## src/rtl/riscv_alu_pkg.sv

```systemverilog
// riscv_alu_pkg
//   Shared definitions for the pipelined execute unit: opcode encodings,
//   the status-flag bundle carried alongside each result, and a legality
//   helper for opcode decoding.
package riscv_alu_pkg;

  typedef enum logic [3:0] {
    OP_ADD  = 4'd0,
    OP_SUB  = 4'd1,
    OP_AND  = 4'd2,
    OP_OR   = 4'd3,
    OP_XOR  = 4'd4,
    OP_SLL  = 4'd5,
    OP_SRL  = 4'd6,
    OP_SRA  = 4'd7,
    OP_SLT  = 4'd8,
    OP_SLTU = 4'd9
  } alu_op_e;

  typedef struct packed {
    logic zero;
    logic neg;
    logic carry;
    logic ovf;
    logic illegal;
  } alu_flags_t;

  function automatic logic op_is_legal(input logic [3:0] op);
    return op <= OP_SLTU;
  endfunction

endpackage

```

## src/rtl/riscv_alu_pipe_if.sv

```systemverilog
// riscv_alu_pipe_if
//   Handshake bundle for the execute unit.
//   Upstream side : in_valid/in_ready, opcode, operand1, operand2
//   Downstream side: out_valid/out_ready, result, flags, res_tag
//   slave  modport: the execute unit itself
//   master modport: the decode/writeback environment around it
interface riscv_alu_pipe_if #(
  parameter int WIDTH = 16,
  parameter int TAG_W = 16
);
  logic             in_valid;
  logic             in_ready;
  logic [3:0]       opcode;
  logic [WIDTH-1:0] operand1;
  logic [WIDTH-1:0] operand2;
  logic             out_valid;
  logic             out_ready;
  logic [WIDTH-1:0] result;
  logic             zero_flag;
  logic             neg_flag;
  logic             carry_flag;
  logic             ovf_flag;
  logic             illegal_op;
  logic [TAG_W-1:0] res_tag;

  modport slave (
    input  in_valid, opcode, operand1, operand2, out_ready,
    output in_ready, out_valid, result, zero_flag, neg_flag,
           carry_flag, ovf_flag, illegal_op, res_tag
  );

  modport master (
    output in_valid, opcode, operand1, operand2, out_ready,
    input  in_ready, out_valid, result, zero_flag, neg_flag,
           carry_flag, ovf_flag, illegal_op, res_tag
  );
endinterface

```

## src/rtl/riscv_alu_core.sv

```systemverilog
// riscv_alu_core
//   Purely combinational ALU: maps opcode and operands to a result and
//   status flags.
//   opcode_i : operation select (10..15 illegal)
//   a_i, b_i : operands A and B
//   result_o : ALU result (0 for illegal opcodes)
//   flags_o  : zero/neg/carry/ovf/illegal
module riscv_alu_core
  import riscv_alu_pkg::*;
#(
  parameter int WIDTH = 16
) (
  input  logic [3:0]       opcode_i,
  input  logic [WIDTH-1:0] a_i,
  input  logic [WIDTH-1:0] b_i,
  output logic [WIDTH-1:0] result_o,
  output alu_flags_t       flags_o
);

  localparam int SHW = $clog2(WIDTH);

  logic [WIDTH:0]   sum;
  logic [WIDTH:0]   diff;
  logic [SHW-1:0]   shamt;
  logic             borrow;
  logic             slt_s;
  logic [WIDTH-1:0] res;
  logic             carry;
  logic             ovf;
  logic             illegal;

  assign sum    = {1'b0, a_i} + {1'b0, b_i};
  assign diff   = {1'b0, a_i} - {1'b0, b_i};
  assign borrow = diff[WIDTH];
  assign shamt  = b_i[SHW-1:0];
  // Differing signs decide the signed compare directly; otherwise the
  // unsigned borrow gives the answer.
  assign slt_s  = (a_i[WIDTH-1] != b_i[WIDTH-1]) ? a_i[WIDTH-1] : borrow;

  always_comb begin
    res     = '0;
    carry   = 1'b0;
    ovf     = 1'b0;
    illegal = 1'b0;
    case (opcode_i)
      OP_ADD: begin
        res   = sum[WIDTH-1:0];
        carry = sum[WIDTH];
        ovf   = (a_i[WIDTH-1] == b_i[WIDTH-1]) && (res[WIDTH-1] != a_i[WIDTH-1]);
      end
      OP_SUB: begin
        res   = diff[WIDTH-1:0];
        carry = borrow;
        ovf   = (a_i[WIDTH-1] != b_i[WIDTH-1]) && (res[WIDTH-1] != a_i[WIDTH-1]);
      end
      OP_AND:  res = a_i & b_i;
      OP_OR:   res = a_i | b_i;
      OP_XOR:  res = a_i ^ b_i;
      OP_SLL:  res = a_i << shamt;
      OP_SRL:  res = a_i >> shamt;
      OP_SRA:  res = $unsigned($signed(a_i) >>> shamt);
      OP_SLT: begin
        res   = {{(WIDTH-1){1'b0}}, slt_s};
        carry = borrow;
      end
      OP_SLTU: begin
        res   = {{(WIDTH-1){1'b0}}, borrow};
        carry = borrow;
      end
      default: illegal = 1'b1;
    endcase
  end

  assign result_o        = res;
  assign flags_o.zero    = !illegal && (res == '0);
  assign flags_o.neg     = res[WIDTH-1];
  assign flags_o.carry   = carry;
  assign flags_o.ovf     = ovf;
  assign flags_o.illegal = illegal;

endmodule

```

## src/rtl/riscv_alu_pipe.sv

```systemverilog
// riscv_alu_pipe
//   Two-stage pipelined execute unit with valid/ready on both sides.
//   S1 holds the accepted instruction and its sequence tag; S2 holds the
//   computed result, flags and tag and drives the output side.
//   clk   : rising-edge clock
//   reset : synchronous, active-high; flushes both stages and the tag
//   bus   : handshake bundle (slave side)
module riscv_alu_pipe
  import riscv_alu_pkg::*;
#(
  parameter int WIDTH = 16,
  parameter int TAG_W = 16
) (
  input logic             clk,
  input logic             reset,
  riscv_alu_pipe_if.slave bus
);

  logic             s1_valid_q, s1_valid_d;
  logic [3:0]       s1_op_q,    s1_op_d;
  logic [WIDTH-1:0] s1_a_q,     s1_a_d;
  logic [WIDTH-1:0] s1_b_q,     s1_b_d;
  logic [TAG_W-1:0] s1_tag_q,   s1_tag_d;
  logic [TAG_W-1:0] tag_cnt_q,  tag_cnt_d;
  logic             s2_valid_q, s2_valid_d;
  logic [WIDTH-1:0] s2_res_q,   s2_res_d;
  alu_flags_t       s2_flags_q, s2_flags_d;
  logic [TAG_W-1:0] s2_tag_q,   s2_tag_d;

  logic [WIDTH-1:0] core_res;
  alu_flags_t       core_flags;
  logic             s1_adv;
  logic             in_ready;
  logic             accept;

  riscv_alu_core #(.WIDTH(WIDTH)) u_core (
    .opcode_i (s1_op_q),
    .a_i      (s1_a_q),
    .b_i      (s1_b_q),
    .result_o (core_res),
    .flags_o  (core_flags)
  );

  // S1 may move on when S2 is empty or is being drained this cycle; this
  // makes in_ready combinationally dependent on out_ready.
  assign s1_adv   = s1_valid_q && (!s2_valid_q || bus.out_ready);
  assign in_ready = !reset && (!s1_valid_q || s1_adv);
  assign accept   = bus.in_valid && in_ready;

  always_comb begin
    s1_valid_d = s1_valid_q;
    s1_op_d    = s1_op_q;
    s1_a_d     = s1_a_q;
    s1_b_d     = s1_b_q;
    s1_tag_d   = s1_tag_q;
    tag_cnt_d  = tag_cnt_q;
    s2_valid_d = s2_valid_q;
    s2_res_d   = s2_res_q;
    s2_flags_d = s2_flags_q;
    s2_tag_d   = s2_tag_q;

    if (accept) begin
      s1_valid_d = 1'b1;
      s1_op_d    = bus.opcode;
      s1_a_d     = bus.operand1;
      s1_b_d     = bus.operand2;
      s1_tag_d   = tag_cnt_q;
      tag_cnt_d  = tag_cnt_q + 1'b1;
    end else if (s1_adv) begin
      s1_valid_d = 1'b0;
    end

    if (s1_adv) begin
      s2_valid_d = 1'b1;
      s2_res_d   = core_res;
      s2_flags_d = core_flags;
      s2_tag_d   = s1_tag_q;
    end else if (bus.out_ready) begin
      s2_valid_d = 1'b0;
    end
  end

  always_ff @(posedge clk) begin
    if (reset) begin
      s1_valid_q <= 1'b0;
      s1_op_q    <= '0;
      s1_a_q     <= '0;
      s1_b_q     <= '0;
      s1_tag_q   <= '0;
      tag_cnt_q  <= '0;
      s2_valid_q <= 1'b0;
      s2_res_q   <= '0;
      s2_flags_q <= '0;
      s2_tag_q   <= '0;
    end else begin
      s1_valid_q <= s1_valid_d;
      s1_op_q    <= s1_op_d;
      s1_a_q     <= s1_a_d;
      s1_b_q     <= s1_b_d;
      s1_tag_q   <= s1_tag_d;
      tag_cnt_q  <= tag_cnt_d;
      s2_valid_q <= s2_valid_d;
      s2_res_q   <= s2_res_d;
      s2_flags_q <= s2_flags_d;
      s2_tag_q   <= s2_tag_d;
    end
  end

  assign bus.in_ready   = in_ready;
  assign bus.out_valid  = s2_valid_q;
  assign bus.result     = s2_res_q;
  assign bus.zero_flag  = s2_flags_q.zero;
  assign bus.neg_flag   = s2_flags_q.neg;
  assign bus.carry_flag = s2_flags_q.carry;
  assign bus.ovf_flag   = s2_flags_q.ovf;
  assign bus.illegal_op = s2_flags_q.illegal;
  assign bus.res_tag    = s2_tag_q;

endmodule

```

## src/flat_wrapper.sv

```systemverilog
// flat-port wrapper written by rule: the top's interface ports become plain ports
module riscv_alu_pipe_flat import riscv_alu_pkg::*;
#(
  parameter int WIDTH = 16,
  parameter int TAG_W = 16
)
  (clk, reset, bus_in_valid, bus_opcode, bus_operand1, bus_operand2, bus_out_ready, bus_in_ready, bus_out_valid, bus_result, bus_zero_flag, bus_neg_flag, bus_carry_flag, bus_ovf_flag, bus_illegal_op, bus_res_tag);
  riscv_alu_pipe_if #(.WIDTH(WIDTH), .TAG_W(TAG_W)) bus_i ();
  input logic clk;
  input logic reset;
  input wire logic [$bits(bus_i.in_valid)-1:0] bus_in_valid;
  input wire logic [$bits(bus_i.opcode)-1:0] bus_opcode;
  input wire logic [$bits(bus_i.operand1)-1:0] bus_operand1;
  input wire logic [$bits(bus_i.operand2)-1:0] bus_operand2;
  input wire logic [$bits(bus_i.out_ready)-1:0] bus_out_ready;
  output wire logic [$bits(bus_i.in_ready)-1:0] bus_in_ready;
  output wire logic [$bits(bus_i.out_valid)-1:0] bus_out_valid;
  output wire logic [$bits(bus_i.result)-1:0] bus_result;
  output wire logic [$bits(bus_i.zero_flag)-1:0] bus_zero_flag;
  output wire logic [$bits(bus_i.neg_flag)-1:0] bus_neg_flag;
  output wire logic [$bits(bus_i.carry_flag)-1:0] bus_carry_flag;
  output wire logic [$bits(bus_i.ovf_flag)-1:0] bus_ovf_flag;
  output wire logic [$bits(bus_i.illegal_op)-1:0] bus_illegal_op;
  output wire logic [$bits(bus_i.res_tag)-1:0] bus_res_tag;
  assign bus_i.in_valid = bus_in_valid;
  assign bus_i.opcode = bus_opcode;
  assign bus_i.operand1 = bus_operand1;
  assign bus_i.operand2 = bus_operand2;
  assign bus_i.out_ready = bus_out_ready;
  assign bus_in_ready = bus_i.in_ready;
  assign bus_out_valid = bus_i.out_valid;
  assign bus_result = bus_i.result;
  assign bus_zero_flag = bus_i.zero_flag;
  assign bus_neg_flag = bus_i.neg_flag;
  assign bus_carry_flag = bus_i.carry_flag;
  assign bus_ovf_flag = bus_i.ovf_flag;
  assign bus_illegal_op = bus_i.illegal_op;
  assign bus_res_tag = bus_i.res_tag;
  riscv_alu_pipe #(.WIDTH(WIDTH), .TAG_W(TAG_W)) u_core (.clk(clk), .reset(reset), .bus(bus_i));
endmodule
```

## config.mk

```make
export PLATFORM = sky130hd
export DESIGN_NAME = riscv_alu_pipe_flat
export DESIGN_NICKNAME = d
export VERILOG_FILES = /design/src/rtl/riscv_alu_pkg.sv /design/src/rtl/riscv_alu_pipe_if.sv /design/src/rtl/riscv_alu_core.sv /design/src/rtl/riscv_alu_pipe.sv /design/src/flat_wrapper.sv
export SDC_FILE = /design/constraint.sdc
export NUM_CORES = 1
export LEC_CHECK = 0
export CAP_MARGIN = 15
export CORE_ASPECT_RATIO = 2
export CORE_UTILIZATION = 30
export DETAILED_ROUTE_END_ITERATION = 12
export GPL_TIMING_DRIVEN = 0
export PLACE_DENSITY = 0.51
export SYNTH_ARGS = -nofsm -noshare
export SYNTH_HDL_FRONTEND = slang
export SYNTH_SLANG_ARGS = --single-unit
```

## constraint.sdc

```tcl
create_clock -name clk -period 3.1 [get_ports clk]
set_input_delay 0.62 -clock clk [delete_from_list [all_inputs] [get_ports clk]]
set_output_delay 0.62 -clock clk [all_outputs]
set_load 0.02 [all_outputs]
```

# After elaboration in Yosys (flattened, before gate mapping)
# Index checks and enable logic that the tools add are counted.
[op_classes]
addsub = 3
eq_ne = 13
shift = 3
muxes = 9
bitwise = 3
reduce_logical = 17
[ops]
columns = ["cell", "n"]
rows = [
  ["16-bit case mux with 10 select lines", 1],
  ["16-bit by 16-bit adder with 17-bit output", 1],
  ["16-bit by 16-bit subtractor with 17-bit output", 1],
  ["16-bit by 1-bit adder with 16-bit output, second input constant", 1],
  ["16-bit bitwise AND", 1],
  ["4-bit by 3-bit equality test with 1-bit output, second input constant", 4],
  ["16-bit zero test", 1],
  ["16-bit bitwise OR", 1],
  ["16-bit by 4-bit left shift with 16-bit output", 1],
  ["16-bit by 4-bit >> shifter with 16-bit output", 1],
  ["16-bit by 4-bit >>> shifter with 16-bit output", 1],
  ["16-bit XOR", 1],
  ["10-bit OR reduction", 1],
  ["4-bit by 2-bit equality test with 1-bit output, second input constant", 2],
  ["4-bit equality test, second input constant", 2],
  ["1-bit logical AND", 6],
  ["1-bit 2-to-1 mux", 6],
  ["4-bit by 1-bit equality test with 1-bit output, second input constant", 1],
  ["4-bit zero test", 1],
  ["1-bit case mux with 2 select lines", 2],
  ["2-bit nonzero test", 2],
  ["1-bit zero test", 3],
  ["1-bit inequality test", 3],
  ["3-bit OR reduction", 1],
  ["other kinds (2)", 3],
]
[word_totals]
regBits = 107
in_bits = 40

# Longest topological paths before layout
[depth]
depth_word = 7
depth_mapped = 14

# Hierarchy
# From an unflattened synthesis, not the netlist that was laid out.
[hier_totals]
cells_unflattened = 1096
hier_area_um2 = 8469.4
[by_module_without_submodules]
columns = ["mod", "n_inst", "cells_each", "area_per_inst_um2"]
rows = [
  ["riscv_alu_core", 1, 618, 4511.8],
  ["riscv_alu_pipe", 1, 478, 3957.5],
]

# Worst setup path after synthesis
# No wires, ideal clock.
[synth_path]
path_kind = "register to register"
startpoint = "reg u_core.s1_b_q[1]"
endpoint = "reg u_core.s2_flags_q, in the netlist u_core.bus.zero_flag"
setup_ns = 0.059
arrival_ns = 3.041
t_required_ns = 3.041
slack_ns = -0.001
path_stages_with_launch = 14
period_less_slack_ns = 3.101
path_cell_list = "dfxtp_1 buf_6 buf_2 inv_1 ha_1 or2_2 a211oi_2 o21bai_1 a21oi_1 a2bb2oi_1 or4_4 nor3_2 and4_1 a41o_1"
[synth_via]
elab_chain_len = 5
[synth_lines]
columns = ["item", "line", "text"]
rows = [
  ["start, declared", "riscv_alu_pipe.sv:22", "logic [WIDTH-1:0] s1_b_q, s1_b_d;"],
  ["start signal, assigned", "riscv_alu_pipe.sv:88", "s1_b_q <= '0;"],
  ["start signal, assigned", "riscv_alu_pipe.sv:99", "s1_b_q <= s1_b_d;"],
  ["16-bit by 16-bit subtractor with 17-bit output", "riscv_alu_core.sv:33", "assign diff = {1'b0, a_i} - {1'b0, b_i};"],
  ["1-bit 2-to-1 mux", "riscv_alu_core.sv:38", "assign slt_s = (a_i[WIDTH-1] != b_i[WIDTH-1]) ? a_i[WIDTH-1] : borrow;"],
  ["16-bit case mux with 10 select lines (*)", "riscv_alu_core.sv:45", "case (opcode_i)"],
  ["16-bit zero test (*)", "riscv_alu_core.sv:75", "assign flags_o.zero = !illegal && (res == '0);"],
  ["1-bit logical AND (*)", "riscv_alu_core.sv:75", ""],
  ["end signal, assigned", "riscv_alu_pipe.sv:104", "s2_flags_q <= s2_flags_d;"],
  ["end, declared", "riscv_alu_pipe.sv:27", "alu_flags_t s2_flags_q, s2_flags_d;"],
]
# Every way passes the cells marked *; elsewhere a longest branch is shown, timed or not.
# A chain may end at the register's enable or synchronous reset.

# Worst setup path in the final report
[layout_path]
startpoint = "reg u_core.s1_a_q[11]"
endpoint = "reg u_core.s2_flags_q, in the netlist u_core.bus.zero_flag"
[layout_via]
elab_chain_len = 5
[layout_lines]
columns = ["item", "line", "text"]
rows = [
  ["start, declared", "riscv_alu_pipe.sv:21", "logic [WIDTH-1:0] s1_a_q, s1_a_d;"],
  ["start signal, assigned", "riscv_alu_pipe.sv:87", "s1_a_q <= '0;"],
  ["start signal, assigned", "riscv_alu_pipe.sv:98", "s1_a_q <= s1_a_d;"],
  ["16-bit by 16-bit subtractor with 17-bit output", "riscv_alu_core.sv:33", ""],
  ["1-bit 2-to-1 mux", "riscv_alu_core.sv:38", ""],
  ["16-bit case mux with 10 select lines (*)", "riscv_alu_core.sv:45", ""],
  ["16-bit zero test (*)", "riscv_alu_core.sv:75", ""],
  ["1-bit logical AND (*)", "riscv_alu_core.sv:75", ""],
]
# Marks and branches as above.

==> metrics.yaml <==
outcome: "finished, violations left"
failed_checks: "setup timing"
area.sequential_mm2: 0.00217
drc: 0
cts_tree: "yes"
pre_cts_ws_ns: -1.58
number_of_nets_in_the_synthesized_netlist: 1115
worst_setup_path_end_kind: "flip-flop"
worstPathArrival_ns: 3.49
effective_utilization_at_floorplan_pct: 30.7
hold-path-cell-count: 2
detail_route_antenna_nets: 0
synth_enable_flop_cells: 0
worst-r2r-cell-count: 12
min-delay-start: "u_core.bus.res_tag[1]$_SDFFE_PP0P_"
ys.flop_type: "dfxtp_1"
dr.first_iter.drc_count: 594
ratio_of_routed_vias_to_standard_cells: 5.77
cp_cell_sequence: "clkbuf_4 -> inv_1 -> ha_4 -> inv_1 -> a21oi_1 -> nor2_1 -> o21bai_1 -> a21oi_1 -> o311ai_4 -> nor4_4 -> and4_1 -> a41o_1"
fmax_mhz: 316
cell_area_after_layout_mm2: 0.0106
route.vias.total: 8610
wl_mm: 38.7
ir_drop_mv: 0.372
hpwl_mm: 30.4
antenna_found_initial: 0
global_route_wire_length_before_repair_mm: 56.6
die_width_um: 118
grt-ovfl-total: 0
timing.critical_path.slowest_cell_delay_ns: 0.46
final_cell_count_no_fill: 1491
ys_async_sr_fraction_pct: 0
post_drt_wl_per_cell_um: 26.0
static-leakage-power_uw: 0.00393
r2r-end: "u_core.bus.zero_flag$_SDFFE_PP0P_"
floorplan.core_area_mm2: 0.0264
final.fill_count: 2738
min_to: "u_core.bus.res_tag[1]$_SDFFE_PP0P_"
crit_family: "compound AO/OA/AOI/OAI gates"
power-per-cell-area_mw_per_mm2: 419
layout.cells.most_common: "nand2_1"
place.port_buffers: 77
routabilityCongestion: 1.02
timing.final.ws_setup_ns: -0.0632
clk_root_buffer_cell: "clkbuf_16"
yosysWarnings: 0
timing.final.crit_share_pct: 102
final_nets: 1234
grt_setup_unrepaired: "true"
crit_start: "u_core.s1_a_q[11]$_SDFFE_PP0P_"
critPathSlowestCell: "dfxtp_2"
worst_slew_margin_rel_pct: 30.0
final_layout_size_suffix_gt1_share_pct: 19.9
path_class: "reg -> reg"
syn2layout_area_growth_pct: 31.0
hold_path_class: "reg -> reg"
post_synth_instance_area_mm2: 0.00810
path_max_fanout: 10
post_synth_num_cell_types: 84
timing.critical_path.buf_inv: 3
critPathRequiredTime_ns: 3.43
final_cell_mix: "nand2_1 (159), nor2_1 (89), dfxtp_1 (87)"
cap_violations: 0
grt_util_overall_pct: 28.3
combined_area_of_the_multi_input_logic_cells_mm2: 0.00589
pin_count_of_the_biggest_net_entering_global_routing: 20
numClockSinks: 106
fin_setup_tns_ns: -0.0632
floorplan.rows: 84
design.die.area_mm2: 0.0277
place.detailed.instances: 1444
setup-violations-final: 1
worstSetupStartpointType: "flip-flop"
synth.ff_latch_count: 106
cts.htree.levels: 3
maxSlewViolCount: 0
timing.rr.start: "u_core.s1_a_q[11]$_SDFFE_PP0P_"
yosysSeqAreaShare_pct: 26.2
fp.dieH_um: 234
post-route-min-period_ns: 3.16
report.final.hold_viol_count: 0
cts-buffers-inserted: 9
post_dp_cell_area_mm2: 0.00930
worst_case_register_to_register_setup_slack_ns: -0.06
num_io_pins: 79
synthesis.instances: 1023
antenna_cells_inserted: 0
worst_clock_skew_ns: 0.00641
clk-insertion-delay-late_ns: 0.38
layout.core_utilization_pct: 40.2
avgSynthCellArea_um2: 7.92
ctsLongestPathBuffers: 2
dr.pass1.iters: 5
worst_setup_hold_path_clk_slew_ns: 0.08
worstMarginPinSlew_ns: 1.04
vias_in_the_first_global_route: 8966
-- power by group --
group          internal (µW)  total, µW  switching (µW)
clock network            667       1280             615
registers               1420       1500            76.7
logic                    685       1670             984
-- cell usage after synthesis, types with 5 or more instances --
cell type	instances	area, µm²
nand2_1	159	597
dfxtp_1	106	2120
nor2_1	91	342
a21oi_1	73	365
clkbuf_1	50	188
ha_1	50	626
inv_1	47	176
nand3_1	37	185
o31ai_1	36	270
o21ai_0	32	160
mux4_2	27	608
nor3_1	23	115
mux2i_1	19	190
buf_2	18	90.1
a211oi_1	15	113
nand2b_1	14	87.6
xor2_1	13	114
nor2b_1	12	75.1
a221oi_1	11	96.3
and3_1	11	68.8
o211ai_1	11	82.6
nand4_1	10	62.6
nor4_1	8	50.1
a22oi_1	7	52.6
a31oi_1	6	37.5
buf_1	6	22.5
buf_4	6	45.0
a21o_1	5	37.5
nand3b_1	5	37.5
or4_1	5	37.5
xnor2_1	5	43.8
-- cell families (layout without fill, tap and decap cells) --
logic type | count (synthesis) | after routing | synth area share [%]
AO/OA/AOI/OAI | 266 | 266 | 23.0
multiplexers | 50 | 50 | 10.4
XOR/XNOR | 18 | 18 | 1.95
AND/OR/NAND/NOR | 397 | 397 | 23.0
buffers and inverters | 134 | 258 | 7.18
flip-flops | 106 | 106 | 26.2
adder cells (fa/ha/maj) | 52 | 52 | 8.22
-- registers in the layout, summed over array words and instances, names as in the netlist, 4 cells and up --
name                count
u_core.bus.res_tag     16
u_core.bus.result      16
u_core.s1_a_q          16
u_core.s1_b_q          16
u_core.s1_op_q          4
u_core.s1_tag_q        16
u_core.tag_cnt_q       16
-- area by class of cell --
type / count / area share [%]
tap: 344 / 4.06
clock inverter: 6 / 0.837
inverter: 50 / 1.99
sequential: 106 / 20.4
clock buffer: 10 / 2.25
multi-input combinational: 783 / 55.6
timing repair buffer: 113 / 9.88
buffer: 79 / 4.98
-- worst max path at each step --
| stage | slack [ns] | cells after the start | to |
|---|---|---|---|
| 4_1_cts | -0.07 | 13 | u_core.bus.zero_flag$_SDFFE_PP0P_ |
| 5_1_grt | -0.09 | 13 | u_core.bus.zero_flag$_SDFFE_PP0P_ |
| 3_5_place_dp | -1.58 | 14 | u_core.bus.zero_flag$_SDFFE_PP0P_ |
| 6_report | -0.06 | 12 | u_core.bus.zero_flag$_SDFFE_PP0P_ |
| 2_1_floorplan | 0.04 | 13 | u_core.bus.zero_flag$_SDFFE_PP0P_ |
| 3_3_place_gp | -1.62 | 14 | u_core.bus.zero_flag$_SDFFE_PP0P_ |
-- through the flow --
stage / total power, µW / hold WS [ns]
after floorplan: 2340 / 0.430
after global placement: 2860 / 0.441
after detailed placement: 2850 / 0.447
after CTS: 4380 / 0.461
after global routing: 4610 / 0.475
final: 4450 / 0.458
-- layer usage --
layer  global-route usage (%)  wire length [µm]
met1                     25.1             12400
met2                     51.9             19800
met3                     3.72              1600
met4                     32.6              4920
met5                        0                 0
-- repair_timing --
item	CTS	global route
hold buffers	0	0
resized for setup	141	41
setup buffers	24	12
pin swaps	33	22
setup endpoints to repair	28	16
-- tightest hold or removal path, cell delays in order, from the launching register on --
cell and delay [ns]:
dfxtp_1 0.31, nand2_1 0.05, a21oi_1 0.05
No activity file was read; power rests on OpenSTA's default activity.
